File: config.mk
export PLATFORM = sky130hd
export DESIGN_NAME = uart_rx_char_flat
export DESIGN_NICKNAME = d
export VERILOG_FILES = /design/src/rtl/uart_rx_char_if.sv /design/src/rtl/uart_rx_char.sv /design/src/flat_wrapper.sv
export SDC_FILE = /design/constraint.sdc
export NUM_CORES = 1
export LEC_CHECK = 0
export BUFFER_PORTS_ARGS = -buffer_cell sky130_fd_sc_hd__buf_2
export CORE_AREA = 2 2 89 57
export CTS_BUF_LIST = sky130_fd_sc_hd__clkbuf_2
export CTS_CLUSTER_DIAMETER = 40
export DETAILED_ROUTE_END_ITERATION = 10
export DIE_AREA = 0 0 91 59
export PLACE_DENSITY_LB_ADDON = 0.08
export SKIP_CTS_REPAIR_TIMING = 1
export SLEW_MARGIN = 20
export SYNTH_ARGS = -nofsm -noshare
export SYNTH_HDL_FRONTEND = slang
export SYNTH_SLANG_ARGS = --single-unit
File: constraint.sdc
create_clock -name clk -period 5.1 [get_ports clk]
set_input_delay 1.02 -clock clk [delete_from_list [all_inputs] [get_ports clk]]
set_output_delay 1.02 -clock clk [all_outputs]
set_load 0.02 [all_outputs]
File: src/rtl/uart_rx_char_if.sv
// uart_rx_char_if: serial line in; received byte and status strobes out.
// master = receiver (rx in; dato/sign/frame_err/par_err/busy out), slave = consumer.
interface uart_rx_char_if;
  logic       rx;
  logic [7:0] dato;
  logic       sign;
  logic       frame_err;
  logic       par_err;
  logic       busy;

  modport master (
    input  rx,
    output dato, sign, frame_err, par_err, busy
  );

  modport slave (
    output rx,
    input  dato, sign, frame_err, par_err, busy
  );
endinterface

File: src/rtl/uart_rx_char.sv
// uart_rx_char: 8N1 UART receiver, 16x oversampling, byte + 1-clk sign strobe.
// Ports: clk, reset (async, high), bus (uart_rx_char_if.master). Parity: UART_RX_PARITY_EN.
module uart_rx_char #(
  parameter int CLK_FREQ   = 50000000,
  parameter int BAUD       = 9600,
  parameter int OVERSAMPLE = 16
) (
  input  logic           clk,
  input  logic           reset,
  uart_rx_char_if.master bus
);
  localparam int DIV = CLK_FREQ / (BAUD * OVERSAMPLE);
  localparam int TW  = (DIV > 1) ? $clog2(DIV) : 1;
  localparam logic [TW-1:0] TMAX = TW'(DIV - 1);
  localparam logic [3:0] SMID = 4'(OVERSAMPLE / 2 - 1);
  localparam logic [3:0] SMAX = 4'(OVERSAMPLE - 1);

  typedef enum logic [2:0] {
    ARM, IDLE, START, DATA, PARITY, STOP
  } state_t;

  state_t        state;
  logic          s1;
  logic          rxs;
  logic [TW-1:0] tick_cnt;
  logic          tick;
  logic [3:0]    s_cnt;
  logic [2:0]    n_cnt;
  logic [7:0]    shreg;
  logic [7:0]    dato_q;
  logic          sign_q;
  logic          ferr_q;
  logic          perr_q;
`ifdef UART_RX_PARITY_EN
  logic          par_bad;
`endif

  always_ff @(posedge clk or posedge reset) begin
    if (reset) begin
      s1  <= 1'b1;
      rxs <= 1'b1;
    end else begin
      s1  <= bus.rx;
      rxs <= s1;
    end
  end

  assign tick = (tick_cnt == TMAX);

  always_ff @(posedge clk or posedge reset) begin
    if (reset)
      tick_cnt <= '0;
    else if (state == ARM || state == IDLE || tick)
      tick_cnt <= '0;
    else
      tick_cnt <= tick_cnt + 1'b1;
  end

  always_ff @(posedge clk or posedge reset) begin
    if (reset) begin
      state  <= ARM;
      s_cnt  <= '0;
      n_cnt  <= '0;
      shreg  <= '0;
      dato_q <= '0;
      sign_q <= 1'b0;
      ferr_q <= 1'b0;
      perr_q <= 1'b0;
`ifdef UART_RX_PARITY_EN
      par_bad <= 1'b0;
`endif
    end else begin
      sign_q <= 1'b0;
      ferr_q <= 1'b0;
      perr_q <= 1'b0;
      unique case (state)
        // Synchronizer flops come out of reset at 1; wait until
        // they have flushed before trusting rxs as "line high".
        ARM: begin
          if (s_cnt != 4'd2) begin
            s_cnt <= s_cnt + 1'b1;
          end else if (rxs) begin
            s_cnt <= '0;
            state <= IDLE;
          end
        end
        IDLE: begin
          s_cnt <= '0;
          if (!rxs)
            state <= START;
        end
        START: begin
          if (tick) begin
            if (s_cnt == SMID) begin
              s_cnt <= '0;
              n_cnt <= '0;
              state <= rxs ? IDLE : DATA;
            end else begin
              s_cnt <= s_cnt + 1'b1;
            end
          end
        end
        DATA: begin
          if (tick) begin
            if (s_cnt == SMAX) begin
              s_cnt        <= '0;
              shreg[n_cnt] <= rxs;
              n_cnt        <= n_cnt + 1'b1;
              if (n_cnt == 3'd7) begin
`ifdef UART_RX_PARITY_EN
                state <= PARITY;
`else
                state <= STOP;
`endif
              end
            end else begin
              s_cnt <= s_cnt + 1'b1;
            end
          end
        end
`ifdef UART_RX_PARITY_EN
        PARITY: begin
          if (tick) begin
            if (s_cnt == SMAX) begin
              s_cnt   <= '0;
              par_bad <= rxs ^ (^shreg);
              state   <= STOP;
            end else begin
              s_cnt <= s_cnt + 1'b1;
            end
          end
        end
`endif
        // Back to IDLE at mid-stop so the second half of the
        // stop bit is available to catch a back-to-back start.
        STOP: begin
          if (tick) begin
            if (s_cnt == SMAX) begin
              s_cnt <= '0;
              state <= IDLE;
              if (!rxs) begin
                ferr_q <= 1'b1;
`ifdef UART_RX_PARITY_EN
              end else if (par_bad) begin
                perr_q <= 1'b1;
`endif
              end else begin
                dato_q <= shreg;
                sign_q <= 1'b1;
              end
            end else begin
              s_cnt <= s_cnt + 1'b1;
            end
          end
        end
        default: state <= ARM;
      endcase
    end
  end

  assign bus.dato      = dato_q;
  assign bus.sign      = sign_q;
  assign bus.frame_err = ferr_q;
  assign bus.par_err   = perr_q;
  assign bus.busy      = (state != ARM) && (state != IDLE);
endmodule
File: src/flat_wrapper.sv
// flat-port wrapper written by rule: the top's interface ports become plain ports
module uart_rx_char_flat 
#(
  parameter int CLK_FREQ   = 50000000,
  parameter int BAUD       = 9600,
  parameter int OVERSAMPLE = 16
)
  (clk, reset, bus_rx, bus_dato, bus_sign, bus_frame_err, bus_par_err, bus_busy);
  uart_rx_char_if bus_i ();
  input  logic clk;
  input  logic reset;
  input wire logic [$bits(bus_i.rx)-1:0] bus_rx;
  output wire logic [$bits(bus_i.dato)-1:0] bus_dato;
  output wire logic [$bits(bus_i.sign)-1:0] bus_sign;
  output wire logic [$bits(bus_i.frame_err)-1:0] bus_frame_err;
  output wire logic [$bits(bus_i.par_err)-1:0] bus_par_err;
  output wire logic [$bits(bus_i.busy)-1:0] bus_busy;
  assign bus_i.rx = bus_rx;
  assign bus_dato = bus_i.dato;
  assign bus_sign = bus_i.sign;
  assign bus_frame_err = bus_i.frame_err;
  assign bus_par_err = bus_i.par_err;
  assign bus_busy = bus_i.busy;
  uart_rx_char #(.CLK_FREQ(CLK_FREQ), .BAUD(BAUD), .OVERSAMPLE(OVERSAMPLE)) u_core (.clk(clk), .reset(reset), .bus(bus_i));
endmodule
== Word-level counts from Yosys, hierarchy flattened ==
Cells that the tools add are included.
Word-level totals
  bits of input ports: 3
  bits in latches: 0
  output and inout port bits: 12
  memory bits (read-only): 0
  bits in writable memories: 0
  register bits after elaboration: 39
  memories: 0
Operators by class
  muxes and demuxes: 36
  order comparisons: 2
  reductions and logical operators: 14
  bitwise gates (word level): 0
  multipliers: 0
  add/sub/neg operators: 3
  divide/modulo/power cells: 0
  equality and inequality tests: 22
  shifts and indexed selects: 0
Operators by type and width (count)
  2-to-1 mux 3 bit: 14
  2-to-1 mux 4 bit: 6
  inequality test 2 x 1 -> 1 bit, second input constant: 9
  one-hot mux 4 bit (4 select lines): 1
  one-hot mux 3 bit (5 select lines): 1
  AND reduction 10 bit: 1
  adder 9 x 1 -> 9 bit, second input constant: 1
  == test 9 bit, second input constant: 1
  2-to-1 mux 1 bit: 9
  2-to-1 mux 9 bit: 1
  bitwise mux 8 bit: 1
  AND reduction 4 bit: 2
  == test 3 x 2 -> 1 bit, second input constant: 2
  == test 3 bit, second input constant: 2
  one-hot mux 3 bit (2 select lines): 1
  AND reduction 5 bit: 1
  adder 4 x 1 -> 4 bit, second input constant: 1
  == test 4 x 3 -> 1 bit, second input constant: 1
  == test 4 bit, second input constant: 1
  < comparator 3 x 4 -> 1 bit, second input constant: 1
  inequality test 2 bit, second input constant: 2
  inequality test 4 x 2 -> 1 bit, second input constant: 1
  nonzero test 4 bit: 1
  adder 3 x 1 -> 3 bit, second input constant: 1
  other kinds (13): 15

== Logic depth before layout (Yosys ltp) ==
Gate-level depths: netlist of the first run.
  depth in word-level cells: 5
  depth in mapped cells: 8
  mapped depth without buffers: 7

== Worst setup path before layout of the first run ==
Ideal clock, no wire load.
  path kind: register -> register
  from: register u_core.tick_cnt[3]
  to: register u_core.dato_q[0] (netlist: u_core.bus.dato[0])
  required time: 4.975 ns
  stages on the path, launching flop included: 7
  period minus slack after synthesis: 2.322 ns
  buffers on the path: 2
  library setup time: 0.125 ns
  data arrival time: 2.197 ns
  slack: 2.778 ns
  path through: dfrtp_1 -> or4b_4 -> or2_0 -> buf_2 -> or4_4 -> buf_6 -> mux2_4
Between the ends
  word-level cells in the longest chain between the ends: 2
Ends and longest elaborated chain
  start: declaration: line uart_rx_char.sv:25  | logic [TW-1:0] tick_cnt;
  start signal: assignment: line uart_rx_char.sv:56  | tick_cnt <= tick_cnt + 1'b1;
  == test 9 bit: line uart_rx_char.sv:48  | assign tick = (tick_cnt == TMAX);
  AND reduction 4 bit (no source line)
  end signal: assignment: line uart_rx_char.sv:148  | dato_q <= shreg;
  end: declaration: line uart_rx_char.sv:30  | logic [7:0] dato_q;
Every way passes these cells.
A chain may end at the register's enable or synchronous reset.

== Worst setup path after layout of the first run ==
  from: register u_core.tick_cnt[3]
  to: register u_core.shreg[5]
Between the ends
  word-level cells in the longest chain between the ends: 2
Ends and longest elaborated chain
  == test 9 bit: line uart_rx_char.sv:48
  AND reduction 3 bit (no source line)
  end signal: indexed assignment: line uart_rx_char.sv:107  | shreg[n_cnt] <= rxs;
  end: declaration: line uart_rx_char.sv:29  | logic [7:0] shreg;
Every way passes these cells.

==> results of run 1 <==
==> worst max path at each step <==
stage / cells past startpoint / to / start
2_1_floorplan: 6 / u_core.bus.dato[0] / u_core.tick_cnt[3]
3_3_place_gp: 5 / u_core.shreg[5] / u_core.tick_cnt[3]
3_5_place_dp: 5 / u_core.shreg[5] / u_core.tick_cnt[3]
4_1_cts: 5 / u_core.shreg[5] / u_core.tick_cnt[3]
5_1_grt: 5 / u_core.shreg[5] / u_core.tick_cnt[3]
6_report: 5 / u_core.shreg[5] / u_core.tick_cnt[3]
==> kinds of logic (layout without fill, tap and decap cells) <==
kind of cell / Yosys count / count (layout)
DFF: 39 / 39
adders and majority gates: 6 / 6
xor gates and xnor gates: 8 / 8
muxes: 16 / 16
other: 1 / 1
and+or+nand+nor: 66 / 66
AOI/OAI and AO/OA: 24 / 24
buffers and inverters: 15 / 29
==> layout by cell type, fill, tap and decap left out, types with 4 or more instances in the layout <==
cell type   n
buf_2      13
ha_1        6
nor4_1      4
dfrtp_1    37
nand3b_1    4
xor2_1      6
nand2_1     8
nand3_1     9
mux2_2      7
clkbuf_2    6
nor2_1     15
nand2b_1    4
mux2_4      8
inv_1       7
==> through the flow <==
stage / hold slack, ns / power [W] / worst slack (ns) / instance area [sq um] / cells
4_1_cts: 0.378 / 0.000703 / 2.48 / 2100 / 252
3_5_place_dp: 0.354 / 0.000561 / 2.51 / 2060 / 244
3_3_place_gp: 0.348 / 0.000557 / 2.61 / 2060 / 244
6_report: 0.375 / 0.000696 / 2.48 / 2100 / 252
2_1_floorplan: 0.345 / 0.000526 / 2.78 / 1950 / 175
5_1_grt: 0.380 / 0.000750 / 2.27 / 2100 / 252
==> worst reg2reg max path: stages, from the launching register on <==
cell	delay, ns
dfrtp_1	0.47
or4b_4	0.57
nor4_1	0.66
nand2_1	0.23
nor3b_1	0.27
mux2_2	0.35
==> registers in the layout, summed over array words and instances, names as in the netlist <==
register and cells:
u_core.s1 1, u_core.state 3, u_core.bus.frame_err 1, u_core.tick_cnt 9, u_core.bus.dato 8, u_core.n_cnt 3, u_core.rxs 1, u_core.s_cnt 4
u_core.shreg 8, u_core.bus.sign 1
==> metal layers <==
| layer | wire (um) | up-vias | GRT usage |
|---|---|---|---|
| met5 | 0 | - | 0 |
| met4 | 48 | 0 | 0.0649 |
| met3 | 125 | 7 | 0.0356 |
| met2 | 1370 | 26 | 0.202 |
| met1 | 1920 | 617 | 0.210 |
| li1 | - | 652 | - |
==> final cells by class <==
class                      instances  area (sq um)  share of cell area
clock buffer                       6          30.0              0.0143
clock inverter                     2          12.5             0.00595
timing repair buffer              14          72.6              0.0345
multi-input combinational        121           905               0.430
inverter                           7          26.3              0.0125
sequential                        39           978               0.465
tap                               63          78.8              0.0375
==> power groups by stage <==
stage / combinational, W / sequential (W) / clock (W)
final: 0.000139 / 0.000417 / 0.000141
after detailed placement: 0.000140 / 0.000421 / 0
after CTS: 0.000141 / 0.000415 / 0.000147
after floorplan: 0.000134 / 0.000393 / 0
after global placement: 0.000138 / 0.000419 / 0
after global routing: 0.000163 / 0.000426 / 0.000161
==> impl_metrics.tcl, run 1 <==
set metrics [dict create \
    synth_fp_nets 184 \
    leakage_nw 1.02 \
    setup_viol 0 \
    worst_hold_path.num_cells 0 \
    clockBufferDepth 2 \
    rsz0062_at_grt "no" \
    synth.most_common_cell "dfrtp_1" \
    path_delay_family "simple AND/OR/NAND/NOR gates" \
    overflow 0 \
    grt_pass1_vias 1235 \
    synth_top_family_by_area "simple AND/OR/NAND/NOR gates" \
    drv_slew 0 \
    seq_area_frac_synth 0.501 \
    min_period_ns 2.62 \
    yosysTopAreaCell "dfrtp_1" \
    fin_nets 197 \
    slew-limit-headroom 0.518 \
    min_from "u_core.s1" \
    clk_pin_slew_ns 0.21 \
    n_antenna_cell 0 \
    setup_tns_ns 0 \
    ys_ff_latch 39 \
    cp.arrival_ns 2.94 \
    synth_mux_area_frac 0.107 \
    pwr-share-seq 0.599 \
    synth_area_leaders "dfrtp_1 47%, mux2_4 6.2%, mux2_2 4.0%, ha_1 3.8%, nor2_1 2.9%" \
    final_util 0.471 \
    cts_tree "built" \
    drc_errors 0 \
    die_w_um 91 \
    skew_ns 0.0142 \
    critPathKind "reg -> reg" \
    portBuffers 13 \
    critPathLaunchType "flip-flop" \
    clock-sinks 39 \
    via_count 1302 \
    hpwl_mm 2.33 \
    power.internal_w 0.000459 \
    crit_path_cell_trace "or4b_4, nor4_1, nand2_1, nor3b_1, mux2_2" \
    whs_endpoint "u_core.rxs" \
    start_util 0.437 \
    fmax_mhz 381 \
    clkPwrFrac 0.202 \
    worstMarginPinSlew_ns 0.716 \
    ios 15 \
    max_stage_delay_ns 0.66 \
    ys.flop_type "dfrtp_1" \
    end_kind "flip-flop" \
    insertion_delay_ns 0.40 \
    ys_top_cells_by_count "37 x dfrtp_1, 15 x nor2_1, 9 x nand3_1, 8 x mux2_4, 8 x nand2_1" \
    avgViaCountPerCell 5.17 \
    synth.avg_cell_area_sq_um 11.2 \
    drtAntennaViolNets 0 \
    synthDistinctLibCells 52 \
    timing.rr.start "u_core.tick_cnt[3]" \
    post_drt_wl_per_cell_um 13.7 \
    dr.pass1.iters 4 \
    synth_simple_gate_area_frac 0.192 \
    synth_fa_ha_area_frac 0.0385 \
    grt_pass1_wl_mm 5.98 \
    core_sq_mm 0.00447 \
    r2r_end "u_core.shreg[5]" \
    crit_required_ns 5.42 \
    drive_gt1_frac 0.217 \
    routed_wl_mm 3.46 \
    crit_path_top_delay_cell "nor4_1" \
    reg2reg_depth 5 \
    place.gp.congestion 0.863 \
    nFillCells 427 \
    antenna_found_initial 0 \
    root_buffer "clkbuf_2" \
    reg2reg_slack_ns 2.48 \
    netlist_instances 175 \
    hold_viol_final 0 \
    p_per_area_mw_per_mm2 331 \
    synth_warnings 0 \
    areaGrowthSynthToFinish_pct 7.76 \
    synth-async-reset-ratio 1.00 \
    yosys.area.top_type_share 0.474 \
    synth_edf_count 0 \
    cts-buffers-inserted 5 \
    timing.final.crit_share 0.514 \
    combinationalPowerShare 0.199 \
    track_usage 0.143 \
    switchingPower_w 0.000237 \
    drtIter0Drc 53 \
    rows 19 \
    htree_levels 2 \
    synth_xor_area_frac 0.0359 \
    irDropWorstVdd_mv 0.166 \
    hp-class "reg -> reg" \
    die_y_um 59 \
    synth_compound_area_frac 0.0878 \
    cp_max_fo 5 \
    outcome "finished, final reports clean" \
    syn-cell-area_sq_mm 0.00195 \
    grt_max_degree 40 \
    path_buf_inv 0 \
    p_sw_frac 0.340 \
    maxCapViolCount 0 \
    fp.dieArea_sq_mm 0.00537 \
]
No activity file was read; power rests on OpenSTA's default activity.
==> run 2, diff against run 1 <==
Clock period 5.1 ns to 2.29 ns, I/O delays scaled along.
==> impl_metrics.tcl, run 2 (synthesis results as in run 1) <==
set metrics [dict create \
    via_count 1372 \
    core_sq_mm 0.00447 \
    clock-sinks 39 \
    fp.dieArea_sq_mm 0.00537 \
    clockBufferDepth 2 \
    multiInputGateArea_sq_um 931 \
    timing.final.crit_share 0.957 \
    dp.cells 258 \
    routed_wl_mm 3.67 \
    nFillCells 433 \
    clk_pin_slew_ns 0.21 \
    crit_path_cell_trace "or4b_4, or2_0, or4_4, mux2_4" \
    cts-buffers-inserted 5 \
    cts_tree "built" \
    most-common-layout-cells "36 x dfrtp_1, 18 x buf_4, 15 x nor2_1" \
    min_period_ns 2.19 \
    track_usage 0.156 \
    cp.arrival_ns 2.48 \
    areaGrowthSynthToFinish_pct 15.6 \
    drc_errors 0 \
    outcome "finished, final reports clean" \
    hp-class "in -> async" \
    top_register "u_core.tick_cnt" \
    hpwl_mm 2.55 \
    final_common_cell "dfrtp_1" \
    cp_max_fo 8 \
    insertion_delay_ns 0.39 \
    dr.pass1.iters 4 \
    largest_reg_flops 9 \
    crit_path_top_delay_cell "or4b_4" \
    max_stage_delay_ns 0.57 \
    ios 15 \
    die_y_um 59 \
    setup_tns_ns 0 \
    p_per_area_mw_per_mm2 739 \
    place.gp.congestion 0.783 \
    r2r_end "u_core.bus.dato[6]" \
    irDropWorstVdd_mv 0.512 \
    drv_slew 0 \
    htree_levels 2 \
    antenna_found_initial 0 \
    path_buf_inv 0 \
    rsz0062_at_grt "no" \
    start_util 0.437 \
    crit_required_ns 2.58 \
    fin_nets 214 \
    drive_gt1_frac 0.306 \
    path_delay_family "simple AND/OR/NAND/NOR gates" \
    root_buffer "clkbuf_2" \
    timing.rr.start "u_core.tick_cnt[5]" \
    stdcell_area_sq_mm 0.00226 \
    end_kind "flip-flop" \
    critPathLaunchType "flip-flop" \
    hold_viol_final 0 \
    skew_ns 0.0224 \
    overflow 0 \
    die_w_um 91 \
    setup_viol 0 \
    post_drt_wl_per_cell_um 13.6 \
    critPathKind "reg -> reg" \
    portBuffers 13 \
    reg2reg_slack_ns 0.1 \
    maxCapViolCount 0 \
    drtIter0Drc 45 \
    drtAntennaViolNets 0 \
    grt_max_degree 40 \
    n_antenna_cell 0 \
    avgViaCountPerCell 5.10 \
    fmax_mhz 456 \
    regArea_sq_um 980 \
    finalPower_w 0.00167 \
    rows 19 \
    reg2reg_depth 4 \
    grt_pass1_wl_mm 6.51 \
    placed_area_sq_mm 0.00217 \
    layout.cells.non_filler 269 \
    grt_pass1_vias 1327 \
    final_util 0.505 \
    leakage_nw 1.11 \
]
run 2: area by class of cell:
class	instances	area share
inverters	7	0.0116
repair buffers	31	0.0887
clock buffers	7	0.0155
clock inverters	1	0.00222
flip-flops and latches	39	0.434
well taps	63	0.0349
multi-input cells	121	0.413
run 2: power by group:
group | switching, W | total [W] | leakage, nW | internal, W
logic | 0.000234 | 0.000481 | 0.560 | 0.000247
clock network | 0.000226 | 0.000310 | 0.0330 | 0.0000836
registers | 0.0000904 | 0.000875 | 0.515 | 0.000785
run 2: per-layer routing:
layer | GRT usage | part of all wire | vias to the layer above
met5 | 0 | 0 | -
met4 | 0.0519 | 0.0044 | 0
met3 | 0.0356 | 0.041 | 2
met2 | 0.220 | 0.42 | 28
met1 | 0.238 | 0.53 | 666
li1 | - | - | 676
run 2: worst min-delay path: stages:
cell and delay [ns]:
buf_2 0.10, inv_1 0.04, buf_4 0.41
run 2: how the worst max path moves through the flow:
stage,depth (start not counted),slack (ns),end,from
final,4,0.1,u_core.bus.dato[6],u_core.tick_cnt[5]
after global routing,6,0.01,u_core.shreg[6],u_core.tick_cnt[4]
after CTS,4,0.04,u_core.bus.dato[3],u_core.tick_cnt[4]
after detailed placement,4,0.06,u_core.bus.dato[6],u_core.tick_cnt[4]
after global placement,4,0.09,u_core.bus.dato[1],u_core.tick_cnt[4]
after floorplan,5,-0.01,u_core.shreg[5],u_core.tick_cnt[5]
run 2: stage by stage:
| step | worst slack, ns | hold WS, ns |
|---|---|---|
| 2_1_floorplan | -0.0109 | 0.345 |
| 6_report | 0.0994 | 0.142 |
| 4_1_cts | 0.0370 | 0.124 |
| 3_5_place_dp | 0.0551 | 0.349 |
| 3_3_place_gp | 0.0884 | 0.348 |
| 5_1_grt | 0.0127 | 0.115 |
==> run 3, diff against run 2 <==
Settings changed: CORE_AREA 2 2 89 57 to 2 2 59 83, CTS_CLUSTER_SIZE set to 12, DIE_AREA 0 0 91 59 to 0 0 61 85.
==> impl_metrics.tcl, run 3 (synthesis results as in run 1) <==
set metrics [dict create \
    n_antenna_cell 0 \
    ios 15 \
    pre_cts_slack_ns 0.0399 \
    end_kind "flip-flop" \
    hp-class "in -> reg" \
    most-common-layout-cells "37 x dfrtp_1, 20 x buf_4, 15 x nor2_1" \
    fin_ws_ns 0.0978 \
    slew-limit-headroom 0.662 \
    htree_levels 2 \
    clk_pin_slew_ns 0.19 \
    drive_gt1_frac 0.293 \
    overflow 0 \
    fmax_mhz 456 \
    die_w_um 61 \
    critPathLaunchType "flip-flop" \
    timing.rr.start "u_core.tick_cnt[5]" \
    crit_required_ns 2.57 \
    cts-buffers-inserted 5 \
    rsz0062_at_grt "no" \
    nFillCells 423 \
    outcome "finished, final reports clean" \
    track_usage 0.160 \
    post_drt_wl_per_cell_um 13.8 \
    fp.dieArea_sq_mm 0.00519 \
    cts_tree "built" \
    place.gp.congestion 0.813 \
    cp_max_fo 6 \
    p_per_area_mw_per_mm2 770 \
    grt_max_degree 40 \
    top_register "u_core.tick_cnt" \
    rows 29 \
    antenna_found_initial 0 \
    irDropWorstVdd_mv 0.710 \
    drtAntennaViolNets 0 \
    start_util 0.437 \
    final_util 0.509 \
    root_buffer "clkbuf_2" \
    insertion_delay_ns 0.38 \
    drc_errors 0 \
    dr.pass1.iters 4 \
    hpwl_mm 2.64 \
    routed_wl_mm 3.71 \
    min_period_ns 2.19 \
    setup_viol 0 \
    grt_pass1_wl_mm 6.33 \
    clock-sinks 39 \
    drv_slew 0 \
    cp.arrival_ns 2.47 \
    avgViaCountPerCell 5.20 \
    core_sq_mm 0.00446 \
    drtIter0Drc 29 \
    min_from "bus_rx" \
    critPathKind "reg -> reg" \
    die_y_um 85 \
    largest_reg_flops 9 \
    final_common_cell "dfrtp_1" \
    hold_ws_ns 0.154 \
    maxCapViolCount 0 \
    fin_nets 216 \
    leakage_nw 1.12 \
    clockBufferDepth 2 \
    crit_start "u_core.tick_cnt[5]" \
    hold_viol_final 0 \
    grt_pass1_vias 1423 \
    multiInputGateArea_sq_um 911 \
    regArea_sq_um 978 \
    worstMarginPinSlew_ns 0.507 \
    areaGrowthSynthToFinish_pct 16.4 \
    timing.final.crit_share 0.957 \
    skew_ns 0.0131 \
    portBuffers 13 \
    via_count 1405 \
]
-- run 3: power by group --
part	total, W	switching [W]	internal [W]
Combinational	0.000468	0.000225	0.000243
Sequential	0.000878	0.0000952	0.000783
Clock	0.000404	0.000224	0.000180
Total	0.00175	0.000544	0.00121
-- run 3: area by class of cell --
class,count,area share
flip-flops and latches,39,0.431
multi-input cells,121,0.401
repair buffers,33,0.0947
well taps,62,0.0341
clock buffers,5,0.0110
inverters,7,0.0116
clock inverters,3,0.0171
-- run 3: stage by stage --
step | TNS (ns) | std cells | total power, W | cell area (sq um)
detailed placement | 0 | 262 | 0.00136 | 2200
floorplan | -0.0460 | 175 | 0.00117 | 1960
global placement | 0 | 262 | 0.00134 | 2200
finish | 0 | 270 | 0.00175 | 2270
CTS | 0 | 270 | 0.00177 | 2270
global route | 0 | 270 | 0.00188 | 2270
-- run 3: final timing paths --
path	end	slack [ns]	cells after the start
setup / recovery	u_core.state[1]	0.1	7
hold / removal	u_core.s1	0.15	1
setup reg to reg	u_core.state[1]	0.1	7
hold reg to reg	u_core.rxs	0.37	0
max in group asynchronous	u_core.rxs	1.75	3
min in group asynchronous	u_core.shreg[0]	0.16	3
-- run 3: metal layers --
metal | vias to the layer above | GRT usage | share of wire
li1 | 679 | - | -
met1 | 701 | 0.187 | 0.44
met4 | 0 | 0.0534 | 0.012
met5 | - | 0 | 0
met2 | 20 | 0.278 | 0.51
met3 | 5 | 0.0412 | 0.028
-- run 3: critical path: stages (launching register included) --
cell	delay (ns)
dfrtp_1	0.42
or4b_4	0.55
or2_1	0.25
buf_4	0.16
a221oi_1	0.27
buf_4	0.18
mux2i_1	0.18
o31ai_1	0.09
